===== src/rtl/seq_shifter_pkg.sv =====
// Shared types and constants for the sequential one-bit-per-clock shifter.
package seq_shifter_pkg;
  localparam int WIDTH_DEF = 8;
  localparam int SHW_DEF   = 3;

  localparam logic DIR_LEFT   = 1'b1;
  localparam logic KIND_ARITH = 1'b1;

  typedef enum logic [1:0] {
    IDLE  = 2'd0,
    SHIFT = 2'd1,
    DONE  = 2'd2
  } state_t;
endpackage


===== src/rtl/seq_shifter_if.sv =====
// Request/result handshake bundle for seq_shifter.
interface seq_shifter_if
  import seq_shifter_pkg::*;
#(
  parameter int WIDTH = WIDTH_DEF,
  parameter int SHW   = SHW_DEF
);
  logic             in_valid;
  logic             in_ready;
  logic [WIDTH-1:0] din;
  logic [SHW-1:0]   shamt;
  logic             lr;
  logic             al;
  logic             out_valid;
  logic             out_ready;
  logic [WIDTH-1:0] dout;
  logic             busy;

  modport master (
    output in_valid, din, shamt, lr, al, out_ready,
    input  in_ready, out_valid, dout, busy
  );

  modport slave (
    input  in_valid, din, shamt, lr, al, out_ready,
    output in_ready, out_valid, dout, busy
  );
endinterface


===== src/rtl/seq_shifter_shift_step.sv =====
// Combinational single-bit shift: left, logical right or arithmetic right.
module shift_step
  import seq_shifter_pkg::*;
#(
  parameter int WIDTH = WIDTH_DEF
) (
  input  logic [WIDTH-1:0] r,
  input  logic             lr,
  input  logic             al,
  output logic [WIDTH-1:0] r_next
);
  logic signed [WIDTH-1:0] r_s;

  assign r_s = $signed(r);

  always_comb begin
    r_next = {1'b0, r[WIDTH-1:1]};
    if (lr == DIR_LEFT) begin
      r_next = {r[WIDTH-2:0], 1'b0};
    end else if (al == KIND_ARITH) begin
      r_next = $unsigned(r_s >>> 1);
    end
  end
endmodule


===== src/rtl/seq_shifter.sv =====
// Multi-cycle shifter: latches an operand, shifts one bit per clock, then
// holds the result until the consumer takes it.
module seq_shifter
  import seq_shifter_pkg::*;
#(
  parameter int WIDTH = WIDTH_DEF,
  parameter int SHW   = SHW_DEF
) (
  input  logic         clk,
  input  logic         rst_n,
  seq_shifter_if.slave bus
);
  state_t           state_q, state_d;
  logic [WIDTH-1:0] r_q;
  logic [WIDTH-1:0] r_step;
  logic [SHW-1:0]   cnt_q;
  logic             lr_q;
  logic             al_q;
  logic             accept;

  assign accept = (state_q == IDLE) && bus.in_valid;

  shift_step #(.WIDTH(WIDTH)) u_step (
    .r      (r_q),
    .lr     (lr_q),
    .al     (al_q),
    .r_next (r_step)
  );

  always_ff @(posedge clk or negedge rst_n) begin
    if (!rst_n) begin
      state_q <= IDLE;
    end else begin
      state_q <= state_d;
    end
  end

  always_comb begin
    state_d = state_q;
    case (state_q)
      IDLE:    if (bus.in_valid) state_d = (bus.shamt == '0) ? DONE : SHIFT;
      SHIFT:   if (cnt_q == SHW'(1)) state_d = DONE;
      DONE:    if (bus.out_ready) state_d = IDLE;
      default: state_d = IDLE;
    endcase
  end

  // Operand/mode capture at acceptance, then one step per SHIFT cycle
  always_ff @(posedge clk or negedge rst_n) begin
    if (!rst_n) begin
      r_q   <= '0;
      cnt_q <= '0;
      lr_q  <= 1'b0;
      al_q  <= 1'b0;
    end else if (accept) begin
      r_q   <= bus.din;
      cnt_q <= bus.shamt;
      lr_q  <= bus.lr;
      al_q  <= bus.al;
    end else if (state_q == SHIFT) begin
      r_q   <= r_step;
      cnt_q <= cnt_q - SHW'(1);
    end
  end

  assign bus.in_ready  = (state_q == IDLE);
  assign bus.out_valid = (state_q == DONE);
  assign bus.busy      = (state_q != IDLE);
  assign bus.dout      = r_q;
endmodule


===== src/flat_wrapper.sv =====
// flat-port wrapper written by rule: the top's interface ports become plain ports
module seq_shifter_flat import seq_shifter_pkg::*;
#(
  parameter int WIDTH = WIDTH_DEF,
  parameter int SHW   = SHW_DEF
)
  (clk, rst_n, bus_in_valid, bus_din, bus_shamt, bus_lr, bus_al, bus_out_ready, bus_in_ready, bus_out_valid, bus_dout, bus_busy);
  seq_shifter_if #(.WIDTH(WIDTH), .SHW(SHW)) bus_i ();
  input  logic clk;
  input  logic rst_n;
  input wire logic [$bits(bus_i.in_valid)-1:0] bus_in_valid;
  input wire logic [$bits(bus_i.din)-1:0] bus_din;
  input wire logic [$bits(bus_i.shamt)-1:0] bus_shamt;
  input wire logic [$bits(bus_i.lr)-1:0] bus_lr;
  input wire logic [$bits(bus_i.al)-1:0] bus_al;
  input wire logic [$bits(bus_i.out_ready)-1:0] bus_out_ready;
  output wire logic [$bits(bus_i.in_ready)-1:0] bus_in_ready;
  output wire logic [$bits(bus_i.out_valid)-1:0] bus_out_valid;
  output wire logic [$bits(bus_i.dout)-1:0] bus_dout;
  output wire logic [$bits(bus_i.busy)-1:0] bus_busy;
  assign bus_i.in_valid = bus_in_valid;
  assign bus_i.din = bus_din;
  assign bus_i.shamt = bus_shamt;
  assign bus_i.lr = bus_lr;
  assign bus_i.al = bus_al;
  assign bus_i.out_ready = bus_out_ready;
  assign bus_in_ready = bus_i.in_ready;
  assign bus_out_valid = bus_i.out_valid;
  assign bus_dout = bus_i.dout;
  assign bus_busy = bus_i.busy;
  seq_shifter #(.WIDTH(WIDTH), .SHW(SHW)) u_core (.clk(clk), .rst_n(rst_n), .bus(bus_i));
endmodule

===== config.mk =====
export PLATFORM = sky130hd
export DESIGN_NAME = seq_shifter_flat
export DESIGN_NICKNAME = d
export VERILOG_FILES = /design/src/rtl/seq_shifter_pkg.sv /design/src/rtl/seq_shifter_if.sv /design/src/rtl/seq_shifter_shift_step.sv /design/src/rtl/seq_shifter.sv /design/src/flat_wrapper.sv
export SDC_FILE = /design/constraint.sdc
export NUM_CORES = 1
export LEC_CHECK = 0
export ABC_AREA = 1
export BUFFER_PORTS_ARGS = -buffer_cell sky130_fd_sc_hd__buf_4
export CORE_MARGIN = 5
export CORE_UTILIZATION = 43
export DETAILED_ROUTE_END_ITERATION = 6
export GPL_TIMING_DRIVEN = 0
export PLACE_DENSITY = 0.73
export RECOVER_POWER = 50
export SYNTH_ARGS = -nofsm -noshare
export SYNTH_HDL_FRONTEND = slang
export SYNTH_SLANG_ARGS = --single-unit
export TNS_END_PERCENT = 1

===== constraint.sdc =====
create_clock -name clk -period 1.2 [get_ports clk]
set_input_delay 0.06 -clock clk [delete_from_list [all_inputs] [get_ports clk]]
set_output_delay 0.06 -clock clk [all_outputs]
set_load 0.05 [all_outputs]

Word-level counts from Yosys, hierarchy flattened
Cells that the tools add are included.
{"block": "word_totals", "register_bits": 15, "out_inout_bits": 11, "inputBits": 17, "word_cells": 32}
{"block": "classes", "n_addsub": 1, "n_eq_ne": 7, "muxes": 11, "reduce_logical": 7}
{"op": "$mux W8", "count": 4}
{"op": "$mux W2", "count": 4}
{"op": "$mux W3", "count": 2}
{"op": "$pmux W2 S3", "count": 1}
{"op": "$ne A2 B2 Y1 const B", "count": 2}
{"op": "$reduce_bool A2 Y1", "count": 2}
{"op": "$eq A3 B1 Y1 const B", "count": 1}
{"op": "$logic_not A3 Y1", "count": 1}
{"op": "$ne A3 B2 Y1 const B", "count": 1}
{"op": "$reduce_and A3 Y1", "count": 1}
{"op": "$sub A3 B1 Y3 const B", "count": 1}
{"op": "$eq A2 B1 Y1 const B", "count": 1}
{"op": "$eq A2 B2 Y1 const B", "count": 1}
{"op": "$logic_not A2 Y1", "count": 1}
{"op": "$ne A2 B1 Y1 const B", "count": 1}
{"op": "$reduce_and A2 Y1", "count": 1}
{"op": "$logic_and A1 B1 Y1", "count": 1}

Depth between registers and ports, before layout
Gate-level depths: netlist (run 1).
{"block": "depth", "ltp_word": 4, "depth_mapped": 8, "depth_no_buf": 7}

Hierarchy
Synthesis (run 1) repeated with hierarchy kept, for this count alone.
{"block": "hier_totals", "cells_unflattened": 126, "area_unflattened_um2": 909.6}
{"mod": "seq_shifter", "area_per_inst_um2": 794.5, "cells_per_inst": 101, "seq_area_each_um2": 375.4, "n_inst": 1}
{"mod": "shift_step", "area_per_inst_um2": 115.1, "cells_per_inst": 25, "seq_area_each_um2": 0.0, "n_inst": 1}

Worst setup path before layout (run 1)
Ideal clock, no wire load.
{"block": "synth_timing", "kind": "flip-flop to flip-flop", "startpoint": "reg u_core.state_q[1]", "endpoint": "reg u_core.state_q[0]", "synth_period_minus_slack_ns": 1.586, "setup_ns": 0.130, "t_arrival_ns": 1.456, "setup_slack_ns": -0.386, "stages_incl_launch_ff": 6, "path_buffers": 0, "cell_sequence": "dfrtp_1 -> inv_1 -> nor2_1 -> nand2_1 -> nand2_1 -> o21ai_0"}
{"block": "synth_between", "elab_chain_len": 3, "elab_cells_between_ends": 8}
{"item": "start, declared", "line_no": "seq_shifter.sv:13", "rtl": "state_t state_q, state_d;"}
{"item": "start signal, assigned", "line_no": "seq_shifter.sv:34", "rtl": "state_q <= state_d;"}
{"item": "$eq A2 B2 Y1 (*)"}
{"item": "named net bus_out_valid", "line_no": "flat_wrapper.sv:18", "rtl": "output wire logic [$bits(bus_i.out_valid)-1:0] bus_out_valid;"}
{"item": "$ne A2 B2 Y1 (no source line)"}
{"item": "$reduce_and A3 Y1 (no source line)"}
The timed path passes the listed nets; every way through them passes the cells marked *.
A chain may end at the register's enable or synchronous reset.

Worst setup path in the final report (run 1)
{"block": "layout_timing", "startpoint": "reg u_core.state_q[0]", "endpoint": "out bus_in_ready"}
{"block": "layout_between", "elab_chain_len": 1}
{"item": "$logic_not A2 Y1", "line_no": "seq_shifter.sv:66", "rtl": "assign bus.in_ready = (state_q == IDLE);"}
{"item": "end, declared", "line_no": "flat_wrapper.sv:17", "rtl": "output wire logic [$bits(bus_i.in_ready)-1:0] bus_in_ready;"}
Every way passes these cells.

==> impl_results.md, run 1 <==
- Clock Pin Slew Worst Setup and Hold Paths: 0.09 ns
- Hold Fails Final Rpt: 0
- Endpoints failing setup: 0
- Avg WL per Cell: 10.7 um
- Post-synth EDFFs: 0
- I/O Pins: 28
- Routed vias: 916
- Critical path type: flip-flop to primary output
- Crit path time final: 1.20 ns
- CP Launch Type: flip-flop
- Placed Cells: 190
- FF+latch count, synth: 15
- Setup_tns: 0 ns
- First drt pass iteration count: 4
- Largest net degree at the start of global routing: 16
- Number of clock sinks: 15
- Final period util: 99.8%
- Commonest register cell after synthesis: dfrtp_1
- Critical Path RT: 1.14 ns
- Crit path arrival time: 1.14 ns
- Maximum VDD drop: 1470 uV
- Register area share after synthesis: 40.3%
- Worst min path class: input port to flip-flop
- CP endpoint kind: primary output
- Routed WL: 2140 um
- Leak pwr: 0.732 nW
- DR WL met2: 1030 um
- Most common cell after layout, fill and taps aside: nand2_1
- Post-Syn Nets: 155
- Area grow syn2layout: 34.1%
- Slew @ Worst Pin: 0.813 ns
- Core Region: 0.00202 sq mm
- Worst Clk Skew: 0.00890 ns
- Clk buf depth: 2
- Port bufs: 27
- Chip height: 56.6 um
- Die width: 56.6 um
- Status: completed
- Syn Inst Count: 136
- Final cell count without fillers: 199
- Syn Area/Cell: 6.85 sq um
- Initial antenna violation count: 0
- Global Route Usage Sum: 14.5%
- Synth Warn #: 0
- DR iter-0 viols: 15
- Relative slew slack: 45.8%
- DRT antenna net count: 0
- Worst-path fanout max: 4
- CTS Buf Count: 3
- Most frequent cells in the layout: 76 x nand2_1, 28 x buf_4, 13 x inv_1, 13 x dfrtp_1, 8 x nand3_1
- Met1 wire length: 1000 um
- Worst slack, placed: -0.00320 ns
- Worst setup margin: 0.00254 ns
- Pwr Density: 2780 mW/mm^2
- Met3 wire length: 95 um
- Final nets: 192
- GPL Wtd Cong: 0.820
- RSZ-0062 raised after global routing: yes
- Die area: 0.00320 sq mm
- Number of remaining DRC errors: 0
- Share of layout cells above drive strength 1: 26.7%
- H-Tree Depth: 1
- MaxCap Viol Count: 0
- Synthesized area: 932 sq um
- Detailed placement HPWL: 1640 um
- TritonCTS clock tree: built
- DR top layer: met4
- Slew Limit Fails: 0
- GRT Residual Overflow: 0
- Root Buffer: clkbuf_4
- Via/cell ratio: 4.60
- Post-DP Area: 0.00117 sq mm
- Initial Util: 46.1%
- Max Fclk: 0.835 GHz
- Final instance area: 0.00125 sq mm
- Number of global-route vias before repair: 869
- Rows: 16
- Worst-Skew Late Latency: 0.28 ns
- Ant diodes: 0
- Post-Route Utilization: 61.8%
- Post-synth cell types: 21
- Synth async-reset ratio: 100%
- Global-route wire length before repair: 3770 um
[synth_stat cells (2+ instances only)]
master    count  area, sq um
nor2_1        3         11.3
nand3_1       8         40.0
buf_4         2         15.0
inv_1        13         48.8
o21ai_1       3         15.0
ha_1          2         25.0
o211ai_1      2         15.0
dfrtp_1      15          375
nand2_1      76          285
[sequential cells by signal, summed over array words and instances, names as in the netlist]
register / count
u_core.al_q: 1
u_core.state_q: 2
u_core.bus.dout: 8
u_core.cnt_q: 3
u_core.lr_q: 1
[layer usage]
layer  track usage [%]  vias to the layer above
li1                  -                      486
met1              19.3                      411
met2              22.9                       17
met3              4.59                        2
met4              3.05                        0
met5                 0                        -
[where the power goes]
part	internal [mW]	switching, mW	total, mW
sequential	0.745	0.217	0.961
clock	0.124	0.160	0.284
combinational	0.774	1.45	2.23
[stage by stage]
stage	hold slack (ns)	total power [mW]
2_1_floorplan	-0.236	2.55
3_3_place_gp	-0.0714	3.08
6_report	0.00783	3.47
3_5_place_dp	-0.0744	3.14
4_1_cts	0.0195	3.45
5_1_grt	0.0276	3.78
[worst max-delay path, cell delays in order (launching register included)]
cell and delay [ns]:
dfrtp_2 0.45, nor2_4 0.18, buf_4 0.23
[worst paths after layout]
check	startpoint	to	slack, ns	depth (start not counted)
setup / recovery	u_core.state_q[0]	bus_in_ready	0.003	2
hold / removal	bus_shamt[0]	u_core.cnt_q[0]	0.008	3
setup reg to reg	u_core.state_q[0]	u_core.bus.dout[7]	0.02	7
hold reg to reg	u_core.bus.dout[7]	u_core.bus.dout[7]	0.51	2
max in group asynchronous	rst_n	u_core.state_q[0]	0.26	2
min in group asynchronous	rst_n	u_core.cnt_q[0]	0.37	2
[logic make-up after synthesis]
kind of cell | after synthesis | synth area share [%]
AND/OR/NAND/NOR | 91 | 40.3
buffers and inverters | 20 | 11.1
flip-flops | 15 | 40.3
AO/OA/AOI/OAI | 7 | 4.70
adder cells (fa/ha/maj) | 2 | 2.68
XOR/XNOR | 1 | 0.940
[area by class of cell]
class	instances	area [sq um]
plain buffers	4	41.3
clock buffers	3	22.5
clock inverters	1	5.00
fillers	201	772
inverters	16	63.8
multi-input cells	101	455
flip-flops and latches	15	378
well taps	27	33.8
repair buffers	32	250
[repair_timing]
action | in CTS | in global routing
gates resized for setup | 2 | 2
hold endpoints to repair | 18 | 0
endpoints found under the setup margin | 6 | 14
buffers inserted | 0 | 1
pin swaps | 1 | 3
hold buffers | 4 | 0
Note: power is estimated with default switching activity, not from simulation.
==> inputs of run 2 (changes only) <==
--- a/config.mk
+++ b/config.mk
@@ -5,13 +5,13 @@
 export SDC_FILE = /design/constraint.sdc
 export NUM_CORES = 1
 export LEC_CHECK = 0
-export ABC_AREA = 1
 export BUFFER_PORTS_ARGS = -buffer_cell sky130_fd_sc_hd__buf_4
 export CORE_MARGIN = 5
 export CORE_UTILIZATION = 43
+export CTS_CLUSTER_SIZE = 40
 export DETAILED_ROUTE_END_ITERATION = 6
 export GPL_TIMING_DRIVEN = 0
-export PLACE_DENSITY = 0.73
+export PLACE_DENSITY = 0.74
 export RECOVER_POWER = 50
 export SYNTH_ARGS = -nofsm -noshare
 export SYNTH_HDL_FRONTEND = slang
==> run 2 against run 1 <==
The run now ends with setup timing left. First-iteration DRC count down 53%. Routed wire length up 4.8%. Clock-buffer cell count up 1. Synthesized cell count down 35%. Worst setup slack worse by 0.14 ns. Maximum frequency down 11%. Critical path depth up 1. Die area down 5.2%. Sequential power up 3.7%. Global-route usage up 2.1 points. Critical endpoint is now u_core.bus.dout[7].
==> impl_results.md, run 2 <==
- Root Buffer: clkbuf_4
- Max Fclk: 0.747 GHz
- Worst-path fanout max: 8
- R2R Path Start: u_core.state_q[1]
- FF+latch count, synth: 15
- Clock Pin Slew Worst Setup and Hold Paths: 0.09 ns
- Largest stage delay on the critical path: 0.49 ns
- Largest net degree at the start of global routing: 16
- Critical path type: flip-flop to flip-flop
- Synth top area cells: dfrtp_1 43%, mux2_2 6.4%, o22a_1 6.0%
- Largest area contributor in the netlist: dfrtp_1
- Hold endpoint: u_core.al_q
- Worst min path class: input port to flip-flop
- CP Launch Type: flip-flop
- Crit path time final: 1.34 ns
- Die width: 55.1 um
- CP endpoint kind: flip-flop
- Core Region: 0.00194 sq mm
- Max reg flops: 8
- Most frequent cells in the layout: 26 x buf_4, 13 x dfrtp_1, 8 x inv_1
- WHS Path Cells: 2
- Chip height: 55.1 um
- GRT Residual Overflow: 0
- Synth async-reset ratio: 100%
- Pwr Density: 3000 mW/mm^2
- Post-synth EDFFs: 0
- Relative slew slack: 43.5%
- Worst reg-to-reg setup slack: -0.14 ns
- Gate power share: 66.6%
- Commonest cells post-synth: 15 x dfrtp_1, 9 x inv_1, 6 x a21oi_1, 6 x o21ai_0, 6 x o22a_1
- MaxCap Viol Count: 0
- Worst reg2reg endpoint: u_core.bus.dout[7]
- Global-route wire length before repair: 3560 um
- Critical Path RT: 1.36 ns
- Detailed placement HPWL: 1640 um
- Ant diodes: 0
- Most common cell in the synthesized netlist: dfrtp_1
- HP Start: bus_al
- Syn Area/Cell: 9.92 sq um
- Status: finished with violations
- TritonCTS clock tree: built
- Crit-path slowest cell: dfrtp_2
- DR iter-0 viols: 7
- First drt pass iteration count: 4
- Number of clock sinks: 15
- Commonest register cell after synthesis: dfrtp_1
- Total power: 3.83 mW
- Post-Syn Nets: 107
- Synth Warn #: 0
- Worst-Skew Late Latency: 0.27 ns
- Share of layout cells above drive strength 1: 44.0%
- Avg WL per Cell: 14.7 um
- Port bufs: 27
- Post-synth cell types: 26
- Clk buf depth: 2
- Slew @ Worst Pin: 0.847 ns
- Register area share after synthesis: 43.0%
- Area grow syn2layout: 46.3%
- Number of remaining DRC errors: 0
- Net Sw Frac: 47.2%
- H-Tree Depth: 1
- DRT antenna net count: 0
- Worst Clk Skew: 0.00514 ns
- Post-Route Utilization: 65.8%
- Global Route Usage Sum: 16.6%
- Via/cell ratio: 5.39
- Slew Limit Fails: 0
- Routed vias: 820
- Worst setup margin: -0.138 ns
- Crit path arrival time: 1.50 ns
- Leak pwr: 0.582 nW
- Worst slack, placed: -0.228 ns
- Final nets: 145
- Cell internal pwr: 2.02 mW
- Die area: 0.00303 sq mm
- Rows: 16
- Worst-path cell chain: o21bai_4 -> a31oi_1 -> mux2_4
- Yosys top cell area share: 43.0%
- Endpoints failing setup: 17
- Failing checks: setup timing
- RSZ-0062 raised after global routing: yes
- Hold Fails Final Rpt: 0
- Final period util: 112%
- CTS Buf Count: 3
- Reg2reg path depth: 3
- Routed WL: 2240 um
- Initial antenna violation count: 0
- Switching power: 1.81 mW
- Syn Inst Count: 88
- Maximum VDD drop: 1550 uV
- Initial Util: 45.0%
- I/O Pins: 28
- GPL Wtd Cong: 0.810
- Synthesized area: 873 sq um
- Clock power share: 7.4%
- Sequential share of power: 26.0%
- Number of global-route vias before repair: 829
- Most common cell after layout, fill and taps aside: buf_4
-- run 2: final cells by class --
class | count | area, sq um
sequential | 15 | 378
clock buffer | 4 | 26.3
fill | 170 | 664
timing repair buffer | 34 | 279
buffer | 4 | 41.3
tap | 27 | 33.8
multi-input combinational | 59 | 485
inverter | 9 | 33.8
-- run 2: how the worst max path moves through the flow --
stage / from / end / slack, ns / cells past startpoint
after CTS: u_core.state_q[0] / u_core.bus.dout[7] / -0.15 / 4
after floorplan: u_core.state_q[0] / bus_busy / -0.23 / 4
final: u_core.state_q[1] / u_core.bus.dout[7] / -0.14 / 3
after global routing: u_core.state_q[0] / bus_busy / -0.18 / 5
after detailed placement: u_core.state_q[1] / u_core.bus.dout[7] / -0.23 / 4
after global placement: u_core.state_q[1] / u_core.bus.dout[7] / -0.22 / 4
-- run 2: kinds of logic (layout without fill, tap and decap cells) --
family | after synthesis | count (layout) | synth area share, %
buf+inv | 14 | 51 | 7.16
compound gates | 28 | 28 | 21.9
simple gates | 20 | 20 | 14.0
mux | 9 | 9 | 11.0
flops | 15 | 15 | 43.0
fa+ha+maj | 2 | 2 | 2.86
-- run 2: stage by stage --
step	cell area [sq um]	hold WS, ns	std cells	TNS (ns)
after floorplan	883	-0.236	88	-0.604
after global placement	1120	-0.0719	142	-0.981
after detailed placement	1120	-0.0710	142	-1.29
after CTS	1250	0.00427	149	-0.897
after global routing	1280	0.0113	152	-1.70
final	1280	0.0174	152	-1.07
-- run 2: repair_timing --
item	in CTS	in global routing
endpoints found under the setup margin	16	16
hold buffers	2	0
hold endpoints to repair	16	0
setup buffers	2	3
resized for setup	19	4
pin swaps	3	4
cloned	0	0
-- run 2: power groups by stage --
stage          logic, mW  registers [mW]  clock network, mW
3_5_place_dp        2.19           0.995                  0
4_1_cts             2.44           0.997              0.296
5_1_grt             2.73            1.03              0.321
2_1_floorplan       1.21            1.37                  0
6_report            2.55           0.997              0.283
3_3_place_gp        2.15           0.980                  0
-- run 2: worst max-delay path, delay by kind of cell (launching register included) --
kind	cells	cell delay [ns]
compound gates	2	0.41
mux	1	0.32
flops	1	0.49
-- run 2: routing by layer --
metal	wire length (um)	GRT usage [%]	vias to the layer above	share of wire (%)
li1	-	-	388	-
met1	949	19.9	405	42
met2	1130	28.7	25	51
met3	131	3.75	2	5.9
met4	23	6.48	0	1.0
met5	0	0	-	0
==> inputs of run 3 (changes only) <==
--- a/config.mk
+++ b/config.mk
@@ -6,6 +6,7 @@
 export NUM_CORES = 1
 export LEC_CHECK = 0
 export BUFFER_PORTS_ARGS = -buffer_cell sky130_fd_sc_hd__buf_4
+export CAP_MARGIN = 20
 export CORE_MARGIN = 5
 export CORE_UTILIZATION = 43
 export CTS_CLUSTER_SIZE = 40
==> constraint.sdc (replaced) <==
create_clock -name clk -period 1.08 [get_ports clk]
set_input_delay 0.054 -clock clk [delete_from_list [all_inputs] [get_ports clk]]
set_output_delay 0.054 -clock clk [all_outputs]
set_load 0.05 [all_outputs]
==> run 3 against run 2 <==
The flow still finishes with violations (setup timing). Die area is the same. Design area grew 0.88%. Power grew 11%. Critical path depth is the same. Largest power group unchanged. Worst setup slack lost 0.12 ns. Flip-flop and latch count is the same. Register-to-register slack lost 0.12 ns. Sequential share of layout area shrank 0.26 points.
==> impl_results.md, run 3 (synthesized netlist as in run 2, its figures left out) <==
- Worst Clk Skew: 0.00565 ns
- Setup_tns: -3.09 ns
- Detailed placement HPWL: 1640 um
- DR iter-0 viols: 8
- Gr busiest metal: met2
- Initial antenna violation count: 0
- Critical Path RT: 1.24 ns
- Number of global-route vias before repair: 829
- GPL Wtd Cong: 0.810
- Share of layout cells above drive strength 1: 44.4%
- Largest stage delay on the critical path: 0.49 ns
- First drt pass iteration count: 4
- Global Route Usage Sum: 16.8%
- Clock Pin Slew Worst Setup and Hold Paths: 0.09 ns
- Max Fclk: 0.746 GHz
- Global-route wire length before repair: 3590 um
- Core Region: 0.00194 sq mm
- Initial Util: 45.0%
- RSZ-0062 raised after global routing: yes
- Failing checks: setup timing
- TritonCTS clock tree: built
- GR Util met1: 20.4%
- Crit-path slowest cell: dfrtp_2
- Die width: 55.1 um
- Die area: 0.00303 sq mm
- Routed vias: 821
- Relative slew slack: 69.7%
- Pwr Density: 3310 mW/mm^2
- Clk buf depth: 2
- Number of remaining DRC errors: 0
- Area grow syn2layout: 47.6%
- Avg WL per Cell: 14.9 um
- Most frequent cells in the layout: 26 x buf_4, 13 x dfrtp_1, 8 x inv_1
- Most common cell after layout, fill and taps aside: buf_4
- GRT Residual Overflow: 0
- Final hold slack: 0.0462 ns
- CTS Buf Count: 3
- CP bufs+invs: 0
- Root Buffer: clkbuf_4
- Via/cell ratio: 5.37
- Port bufs: 27
- Status: finished with violations
- Hold Fails Final Rpt: 0
- Endpoints failing setup: 17
- I/O Pins: 28
- Leak pwr: 0.589 nW
- Worst-Skew Late Latency: 0.27 ns
- Ant diodes: 0
- Slew @ Worst Pin: 0.455 ns
- Maximum VDD drop: 1730 uV
- Grt met2 use: 28.7%
- Cell class contributing the biggest share of worst-path delay: flip-flops
- Final nets: 146
- Placed Cells: 142
- GR Layer Usage met3: 3.75%
- Chip height: 55.1 um
- # fillers: 166
- Critical path type: flip-flop to flip-flop
- MaxCap Viol Count: 0
- DRT antenna net count: 0
- Final period util: 124%
- Slew Limit Fails: 0
- Rows: 16
- Largest net degree at the start of global routing: 16
- Crit path arrival time: 1.50 ns
- CP Launch Type: flip-flop
- Worst-path fanout max: 8
- Crit path time final: 1.34 ns
- CP endpoint kind: flip-flop
- Max reg flops: 8
- Routed WL: 2270 um
- Worst-path cell chain: o21bai_4 -> a31oi_1 -> mux2_4
- H-Tree Depth: 1
- Worst setup margin: -0.261 ns
- Number of clock sinks: 15
- Final cell count without fillers: 153
- Worst min path class: input port to flip-flop
-- run 3: changes by cell type in the layout (fill, tap and decap cells not counted), sizes merged --
| cell | previous run | this run |
|---|---|---|
| dlygate4sd3 | 2 | 3 |
-- run 3: worst paths after layout --
path | cells past startpoint | start | slack, ns | to
setup / recovery | 3 | u_core.state_q[1] | -0.26 | u_core.bus.dout[7]
hold / removal | 3 | bus_out_ready | 0.05 | u_core.state_q[1]
setup reg to reg | 3 | u_core.state_q[1] | -0.26 | u_core.bus.dout[7]
hold reg to reg | 1 | u_core.cnt_q[1] | 0.52 | u_core.cnt_q[1]
max in group asynchronous | 2 | rst_n | 0.56 | u_core.state_q[1]
min in group asynchronous | 2 | rst_n | 0.22 | u_core.bus.dout[5]
-- run 3: layout make-up --
class,instances,area [sq um],share of cell area [%]
Sequential cell,15,378,29.3
Timing Repair Buffer,35,290,22.5
Buffer,4,41.3,3.20
Tap cell,27,33.8,2.62
Clock buffer,4,26.3,2.04
Multi-Input combinational cell,59,485,37.7
Inverter,9,33.8,2.62
-- run 3: worst min-delay path, delay by kind of cell --
kind	cells	cell delay (ns)
simple gates	1	0.08
compound gates	1	0.08
buf+inv	1	0.07
-- run 3: layer usage --
layer	wire length, um	vias up	part of all wire, %
li1	-	390	-
met1	971	400	43
met2	1140	29	50
met3	144	2	6.3
met4	23	0	1.0
met5	0	-	0
-- run 3: what timing repair did --
action                                 4_1_cts  5_1_grt
pin swaps                                    3        5
gates resized for setup                     19        4
buffers inserted                             2        3
hold buffers                                 3        0
endpoints found under the hold margin       17        0
setup endpoints to repair                   17       18
-- run 3: where the power goes --
group          switching [mW]  internal, mW
combinational            1.58          1.26
clock                   0.173         0.143
sequential              0.265         0.844
total                    2.02          2.25
-- run 3: stage by stage --
stage | util, % | setup WS (ns) | power, mW | area (sq um)
floorplan | - | -0.345 | 2.88 | 883
global placement | 57.7 | -0.339 | 3.48 | 1120
detailed placement | 57.7 | -0.348 | 3.54 | 1120
CTS | 64.8 | -0.272 | 4.15 | 1260
global route | 66.4 | -0.293 | 4.54 | 1290
finish | 66.4 | -0.261 | 4.27 | 1290
